[src/rtl/axi_bram_reader.sv]
// AXI4-Lite read-only window onto BRAM port A.
// Writes are terminated with SLVERR; one read in flight.
module axi_bram_reader #(
  parameter int AXI_DATA_WIDTH    = 32,
  parameter int AXI_ADDR_WIDTH    = 16,
  parameter int BRAM_DATA_WIDTH   = 32,
  parameter int BRAM_ADDR_WIDTH   = 10,
  parameter int BRAM_READ_LATENCY = 1
) (
  input  logic                         aclk,
  input  logic                         aresetn,
  input  logic [AXI_ADDR_WIDTH-1:0]    s_axi_awaddr,
  input  logic                         s_axi_awvalid,
  output logic                         s_axi_awready,
  input  logic [AXI_DATA_WIDTH-1:0]    s_axi_wdata,
  input  logic [AXI_DATA_WIDTH/8-1:0]  s_axi_wstrb,
  input  logic                         s_axi_wvalid,
  output logic                         s_axi_wready,
  output logic [1:0]                   s_axi_bresp,
  output logic                         s_axi_bvalid,
  input  logic                         s_axi_bready,
  input  logic [AXI_ADDR_WIDTH-1:0]    s_axi_araddr,
  input  logic                         s_axi_arvalid,
  output logic                         s_axi_arready,
  output logic [AXI_DATA_WIDTH-1:0]    s_axi_rdata,
  output logic [1:0]                   s_axi_rresp,
  output logic                         s_axi_rvalid,
  input  logic                         s_axi_rready,
  output logic                         bram_porta_clk,
  output logic                         bram_porta_rst,
  output logic [BRAM_ADDR_WIDTH-1:0]   bram_porta_addr,
  output logic                         bram_porta_en,
  input  logic [BRAM_DATA_WIDTH-1:0]   bram_porta_rddata
);

  localparam int ADDR_LSB = $clog2(AXI_DATA_WIDTH / 8);

  typedef enum logic [1:0] {
    IDLE,
    EN,
    WAIT,
    RESP
  } state_t;

  state_t                       state;
  state_t                       state_nx;
  logic [1:0]                   cnt;
  logic [1:0]                   cnt_nx;
  logic                         load;
  logic                         ar_hs;
  logic                         aw_hs;
  logic                         bvalid;
  logic [BRAM_ADDR_WIDTH-1:0]   addr_q;
  logic [AXI_DATA_WIDTH-1:0]    rdata_q;
  logic                         unused_ok;

  assign ar_hs = s_axi_arvalid & s_axi_arready;

  always_comb begin
    state_nx = state;
    cnt_nx   = cnt;
    load     = 1'b0;
    unique case (state)
      IDLE: begin
        if (ar_hs) state_nx = EN;
      end
      EN: begin
        state_nx = WAIT;
        cnt_nx   = 2'(BRAM_READ_LATENCY - 1);
      end
      WAIT: begin
        if (cnt == 2'd0) begin
          state_nx = RESP;
          load     = 1'b1;
        end else begin
          cnt_nx = cnt - 2'd1;
        end
      end
      RESP: begin
        if (s_axi_rready) state_nx = IDLE;
      end
      default: state_nx = IDLE;
    endcase
  end

  always_ff @(posedge aclk) begin
    if (!aresetn) begin
      state   <= IDLE;
      cnt     <= 2'd0;
      addr_q  <= '0;
      rdata_q <= '0;
    end else begin
      state <= state_nx;
      cnt   <= cnt_nx;
      if (ar_hs) addr_q <= s_axi_araddr[ADDR_LSB +: BRAM_ADDR_WIDTH];
      if (load) rdata_q <= bram_porta_rddata;
    end
  end

  assign s_axi_arready   = (state == IDLE);
  assign s_axi_rvalid    = (state == RESP);
  assign s_axi_rdata     = rdata_q;
  assign s_axi_rresp     = 2'b00;
  assign bram_porta_en   = (state == EN);
  assign bram_porta_addr = addr_q;
  assign bram_porta_clk  = aclk;
  assign bram_porta_rst  = ~aresetn;

  // Write path: accept AW and W together, answer SLVERR.
  assign aw_hs         = s_axi_awvalid & s_axi_wvalid & ~bvalid;
  assign s_axi_awready = aw_hs;
  assign s_axi_wready  = aw_hs;
  assign s_axi_bvalid  = bvalid;
  assign s_axi_bresp   = 2'b10;

  always_ff @(posedge aclk) begin
    if (!aresetn) begin
      bvalid <= 1'b0;
    end else if (aw_hs) begin
      bvalid <= 1'b1;
    end else if (bvalid & s_axi_bready) begin
      bvalid <= 1'b0;
    end
  end

  assign unused_ok = ^{s_axi_awaddr, s_axi_wdata, s_axi_wstrb,
                       s_axi_araddr};

endmodule

[config.mk]
export PLATFORM = sky130hd
export DESIGN_NAME = axi_bram_reader
export DESIGN_NICKNAME = d
export VERILOG_FILES = /design/src/rtl/axi_bram_reader.sv
export SDC_FILE = /design/constraint.sdc
export NUM_CORES = 1
export LEC_CHECK = 0
export CAP_MARGIN = 20
export CORE_MARGIN = 1.5
export CORE_UTILIZATION = 32
export CTS_CLUSTER_DIAMETER = 40
export DETAILED_ROUTE_END_ITERATION = 8
export PLACE_DENSITY = 0.88
export SLEW_MARGIN = 10
export SYNTH_ARGS = -nofsm -noshare
export SYNTH_HDL_FRONTEND = slang
export SYNTH_SLANG_ARGS = --single-unit
[constraint.sdc]
create_clock -name aclk -period 1.9 [get_ports aclk]
set_clock_uncertainty 0.1 [all_clocks]
set_input_delay 0.38 -clock aclk [delete_from_list [all_inputs] [get_ports aclk]]
set_output_delay 0.38 -clock aclk [all_outputs]
set_load 0.01 [all_outputs]
* Word level (Yosys, flattened, before mapping)
Cells that the tools add are included.
** Operators by class
- Add/subtract/negate cells :: 1
- Equality and inequality tests :: 7
- Muxes and demuxes :: 10
- Bitwise operators :: 6
- Reductions and logical operators :: 6
** Operators by type and width (count)
- $mux 2 :: 4
- $pmux 2 s4 :: 1
- $and 1x1->1 :: 4
- $eq 2x2->1 const B :: 2
- $logic_not 2->1 :: 2
- $mux 1 :: 4
- $ne 2x1->1 const B :: 2
- $ne 2x2->1 const B :: 2
- $pmux 2 s2 :: 1
- $reduce_bool 2->1 :: 2
- $reduce_and 3->1 :: 1
- $eq 2x1->1 const B :: 1
- $not 1->1 :: 2
- $reduce_and 2->1 :: 1
- $sub 2x1->2 const B :: 1
** Word-level totals
- Flip-flop bits (word level) :: 47
- Input port bits :: 107
- Output and inout port bits :: 54
- Word-level logic and storage cells :: 35

* Longest topological paths before layout
Gate-level depths: netlist (run 1).
- Word-level depth :: 4
- Depth in mapped cells :: 7
- Gate-level depth less buffers :: 5

==> impl_metrics.json, run 1 <==
{
  "layout.nets": 439,
  "cts_hold_buf": 0,
  "r2r-start": "state[0]",
  "hold_path.class": "register to register",
  "clk_pin_slew_ns": 0.08,
  "cp-start-kind": "register",
  "area_growth_pct": 62.96,
  "p_leak_nw": 1.131,
  "synth_area_leaders": "dfxtp_1 (50%), nand2_1 (18%), a21oi_1 (10%), ha_1 (3.3%), buf_4 (2.4%)",
  "cts_tree": "built",
  "p_sw_w": 0.001168,
  "synth_top_area_share_pct": 50.37,
  "rsz0062_at_grt": "false",
  "antenna_found_initial": 0,
  "worst-r2r-setup-slack_ns": 0.32,
  "grt_max_degree": 45,
  "cp_num_cells": 3,
  "crit_fanout": 4,
  "drv_cap": 0,
  "yosysSeqAreaShare_pct": 50.37,
  "dieArea_sq_mm": 0.006305,
  "cp-end-kind": "output port",
  "syn_inst": 228,
  "outcome": "finished, final reports clean",
  "pin_count": 161,
  "cpLargestDelayFamily": "flip-flops",
  "drt-total-wl_mm": 4.861,
  "antenna_left": 0,
  "diodes": 0,
  "place_hpwl_mm": 3.511,
  "tns_ns": 0,
  "synth_edf_count": 0,
  "io_buffers": 98,
  "min_period_ns": 1.807,
  "ys_ff_latch": 47,
  "final_util_pct": 54.61,
  "synth_warnings": 0,
  "peakVddDrop_mv": 0.5144,
  "switching_share_pct": 31.05,
  "async_flop_share_pct": 0,
  "drive_gt1_share_pct": 8.232,
  "totalPowerFinal_w": 0.003762,
  "yosys.area.top_type": "dfxtp_1",
  "synth-main-ff-cell": "dfxtp_1",
  "power_frac_comb_pct": 36.5,
  "arrival_ns": 1.33,
  "grt_util_all_layers_pct": 16.34,
  "grt_pass1_vias": 1839,
  "grt_pass1_wl_mm": 7.976,
  "die_w_microns": 79.41,
  "cp.required_ns": 1.42,
  "core_sq_mm": 0.005574,
  "start_util_pct": 33.51,
  "final-setup-viol-count": 0,
  "syn_area_sq_mm": 0.001868,
  "vias": 1801,
  "drt_iter0_markers": 46,
  "hold_start": "s_axi_rdata[2]",
  "syn_area_per_cell_sq_um": 8.193,
  "dieHeight_microns": 79.41,
  "seq_power_share_pct": 34.5,
  "ff2ff_path_depth": 6,
  "wire_per_inst_microns": 12.15,
  "drt-vias-per-instance": 4.503,
  "ys_types": 23,
  "finalCritPeriodShare_pct": 95.11,
  "path_buf_inv": 2,
  "hold_violations": 0,
  "drtPass1Iterations": 4,
  "r2r-end": "s_axi_rdata[1]",
  "critPathKind": "register to output port",
  "path_cells": "inv_1 > ha_1 > dlygate4sd2_1",
  "min_path_cells": 2,
  "grt_overflow": 0,
  "hold_slack_ns": 0.3551,
  "gp_congestion": 0.7502,
  "internal-power_w": 0.002594,
  "drv_slew": 0,
  "fmax_mhz": 553.4,
  "clockPowerShare_pct": 28.9,
  "critPathMaxStageDelay_ns": 0.38,
  "power_density_mw_per_mm2": 1236,
  "dpl-instance-area_sq_mm": 0.002873,
  "cp_slowest_cell": "dfxtp_1",
  "min_to": "s_axi_rdata[2]",
  "fp-row-count": 27,
  "clk_latency_ns": 0.40,
  "final_cell_area_sq_mm": 0.003044,
  "drc_errors": 0
}
## synth_stat cells, drive strengths merged (2+ instances only)
| cell | count |
|---|---|
| nor3 | 2 |
| ha | 5 |
| conb | 2 |
| inv | 7 |
| and2 | 2 |
| nor2 | 3 |
| a21oi | 43 |
| dfxtp | 47 |
| mux2i | 2 |
| nand2 | 90 |
| clkbuf | 2 |
| o21ai | 2 |
| buf | 16 |
## logic make-up (layout without fill, tap and decap cells)
kind of cell / after synthesis / after routing / share of synthesized area, %
buffers and inverters: 25 / 123 / 8.841
flip-flops: 47 / 47 / 50.37
AO/OA/AOI/OAI: 47 / 47 / 14.87
multiplexers: 2 / 2 / 1.072
other: 2 / 4 / 0.4020
adder cells (fa/ha/maj): 5 / 5 / 3.349
AND/OR/NAND/NOR: 100 / 100 / 21.10
## worst reg2reg max path: stages (launching register included)
cell     delay [ns]
dfxtp_2        0.34
inv_1          0.08
ha_1           0.22
and2_1         0.35
buf_12         0.22
nand2_1        0.08
a21oi_1        0.13
## power by group through the flow
stage	clock, W	combinational (W)	sequential, W
global placement	0.0000535	0.00139	0.00131
global route	0.00116	0.00152	0.00133
detailed placement	0.0000535	0.00142	0.00132
CTS	0.00112	0.00140	0.00130
floorplan	0.0000434	0.000708	0.00140
finish	0.00109	0.00137	0.00130
## registers in the layout, indices dropped and copies added (netlist names)
| signal | flops |
|---|---|
| state | 2 |
| bram_porta_addr | 10 |
| s_axi_rdata | 32 |
| cnt | 2 |
| s_axi_bvalid | 1 |
## per-stage QoR
stage	instances	setup WS (ns)
floorplan	230	0.3509
global placement	389	-0.1771
detailed placement	389	-0.1880
CTS	400	0.07803
global route	400	0.01110
finish	400	0.09291
## timing repair
| action | in CTS | in global routing |
|---|---|---|
| gates resized for setup | 9 | 0 |
| buffers inserted | 0 | 0 |
| setup endpoints to repair | 7 | 0 |
## placed cells by master (no fill, tap or decap)
cell | netlist | layout
mux2i_1 | 2 | 2
bufinv_16 | 0 | 2
clkbuf_1 | 2 | 1
o21ai_0 | 2 | 2
nor3_1 | 2 | 2
nor2_1 | 3 | 3
a221oi_4 | 1 | 1
clkdlybuf4s50_1 | 0 | 91
nor2b_1 | 1 | 1
nand2b_1 | 1 | 1
a21oi_2 | 5 | 5
conb_1 | 2 | 4
a21oi_1 | 38 | 38
dlygate4sd2_1 | 0 | 6
buf_4 | 6 | 6
and2b_4 | 1 | 1
and2_1 | 2 | 2
clkbuf_8 | 0 | 9
inv_2 | 1 | 1
buf_12 | 0 | 1
dfxtp_2 | 0 | 1
ha_1 | 5 | 5
inv_1 | 6 | 6
o21a_1 | 1 | 1
nand2_1 | 90 | 90
dfxtp_1 | 47 | 46
## worst max-delay path by stage
stage / startpoint / end / slack, ns
global route: state[1] / s_axi_arready / 0.01
CTS: state[1] / s_axi_arready / 0.08
global placement: s_axi_awvalid / s_axi_wready / -0.18
finish: state[1] / bram_porta_en / 0.09
floorplan: aclk / bram_porta_clk / 0.35
detailed placement: s_axi_awvalid / s_axi_awready / -0.19
## area by class of cell
| type | instances | area, sq um |
|---|---|---|
| fill | 521 | 2530 |
| sequential | 47 | 942.2 |
| clock buffer | 10 | 127.6 |
| timing repair buffer | 104 | 1028 |
| tap | 72 | 90.09 |
| clock inverter | 2 | 60.06 |
| inverter | 7 | 26.28 |
| multi-input combinational | 158 | 769.5 |
## layer usage
metal  routed length [microns]  part of all wire [%]  track usage [%]  vias up
met1                      1874                    39            16.28      820
met4                        87                   1.8            6.491        0
met3                       287                   5.9            4.800       11
met2                      2612                    54            31.37       65
met5                         0                     0                0        -
li1                          -                     -                -      905
(Power assumes the default switching activity.)
==> run 2, diff against run 1 <==
--- a/config.mk
+++ b/config.mk
@@ -5,12 +5,14 @@
 export SDC_FILE = /design/constraint.sdc
 export NUM_CORES = 1
 export LEC_CHECK = 0
-export CAP_MARGIN = 20
+export CAP_MARGIN = 10
 export CORE_MARGIN = 1.5
 export CORE_UTILIZATION = 32
 export CTS_CLUSTER_DIAMETER = 40
+export CTS_CLUSTER_SIZE = 30
 export DETAILED_ROUTE_END_ITERATION = 8
 export PLACE_DENSITY = 0.88
+export SKIP_CTS_REPAIR_TIMING = 1
 export SLEW_MARGIN = 10
 export SYNTH_ARGS = -nofsm -noshare
 export SYNTH_HDL_FRONTEND = slang
==> impl_metrics.json, run 2 (synthesis gave the netlist of run 1 again) <==
{
  "place_hpwl_mm": 3.511,
  "drt-total-wl_mm": 4.884,
  "tightestPinTransition_ns": 0.5020,
  "drc_errors": 0,
  "cp.required_ns": 1.42,
  "instances_no_fill": 400,
  "tns_ns": 0,
  "fp-row-count": 27,
  "antenna_found_initial": 0,
  "drive_gt1_share_pct": 8.232,
  "largest_register_ffs": 32,
  "arrival_ns": 1.34,
  "dpl_worst_slack_ns": -0.1880,
  "power_density_mw_per_mm2": 1225,
  "grt_pass1_vias": 1833,
  "cp-startpoint": "aclk",
  "clk_latency_ns": 0.40,
  "hold_path.class": "register to register",
  "drt-vias-per-instance": 4.480,
  "core_sq_mm": 0.005574,
  "diodes": 0,
  "outcome": "finished, final reports clean",
  "vias": 1792,
  "dieHeight_microns": 79.41,
  "max_slew_margin_pct": 66.54,
  "dpl-instance-area_sq_mm": 0.002873,
  "wire_per_inst_microns": 12.21,
  "critPathKind": "clock port to output port",
  "drv_slew": 0,
  "grt_overflow": 0,
  "cts_tree": "built",
  "cp-start-kind": "clock port",
  "die_w_microns": 79.41,
  "fillers": 510,
  "cpLargestDelayFamily": "buffers and inverters",
  "crit_fanout": 2,
  "cp_slowest_cell": "dlymetal6s2s_1",
  "hold_violations": 0,
  "start_util_pct": 33.51,
  "dp_cells": 389,
  "critPathMaxStageDelay_ns": 0.17,
  "gp_congestion": 0.7502,
  "peakVddDrop_mv": 0.5401,
  "layout.nets": 439,
  "r2r-start": "state[0]",
  "pin_count": 161,
  "final_cell_area_sq_mm": 0.003067,
  "grt_util_all_layers_pct": 16.22,
  "final_cell_mix": "clkdlybuf4s50_1 (91), nand2_1 (90), dfxtp_1 (45), a21oi_1 (38), clkbuf_8 (8)",
  "dieArea_sq_mm": 0.006305,
  "path_buf_inv": 3,
  "cp-end-kind": "output port",
  "fin_ws_ns": 0.07730,
  "hold_slack_ns": 0.3551,
  "rsz0062_at_grt": "false",
  "clk_pin_slew_ns": 0.08,
  "final-setup-viol-count": 0,
  "cpMostUsedCell": "clkbuf_8",
  "grt_max_degree": 45,
  "io_buffers": 98,
  "layout_commonest_cell": "clkdlybuf4s50_1",
  "antenna_left": 0,
  "area_growth_pct": 64.17,
  "path_cells": "clkbuf_8 > clkbuf_8 > dlymetal6s2s_1",
  "p_leak_nw": 1.199,
  "hold_start": "s_axi_rdata[2]",
  "grt_pass1_wl_mm": 7.935,
  "drt_iter0_markers": 47,
  "drtPass1Iterations": 4,
  "drv_cap": 0
}
-- run 2: changes by cell type in the layout (fill, tap and decap cells not counted), sizes merged --
cell          change
dlymetal6s2s      +7
dlygate4sd2       -6
clkbuf            -1
-- run 2: power by group --
group          internal (W)  switching (W)  total [W]  leakage [nW]
sequential          0.00119       0.000108    0.00130         0.383
combinational      0.000712       0.000676    0.00139         0.715
clock              0.000690       0.000376    0.00107         0.100
-- run 2: through the flow --
step                      util (%)  total power [W]
after floorplan                  -         0.002151
final                        55.02         0.003756
after detailed placement     51.54         0.002788
after CTS                    54.66         0.003821
after global routing         55.02         0.004009
after global placement       51.54         0.002750
-- run 2: layout make-up --
class	instances	area [sq um]	share of cell area, %
clock buffers	10	126.4	4.121
clock inverters	2	60.06	1.958
inverters	7	26.28	0.8568
multi-input cells	158	769.5	25.09
flip-flops and latches	47	943.4	30.76
well taps	72	90.09	2.938
repair buffers	104	1051	34.27
-- run 2: routing by layer --
| layer | track usage, % | share of wire [%] |
|---|---|---|
| met1 | 16.28 | 39 |
| met2 | 30.94 | 54 |
| met3 | 4.800 | 5.6 |
| met4 | 6.491 | 1.5 |
| met5 | 0 | 0 |
-- run 2: tightest hold or removal path, stage by stage (launching register included) --
cell,delay [ns]
dfxtp_1,0.31
nand2_1,0.05
a21oi_1,0.05
-- run 2: final timing paths --
check | endpoint | slack [ns] | cells after the start
worst max-delay path | bram_porta_clk | 0.08 | 3
worst min-delay path | s_axi_rdata[2] | 0.36 | 2
worst max register to register | s_axi_rdata[1] | 0.31 | 6
worst min register to register | s_axi_rdata[2] | 0.36 | 2
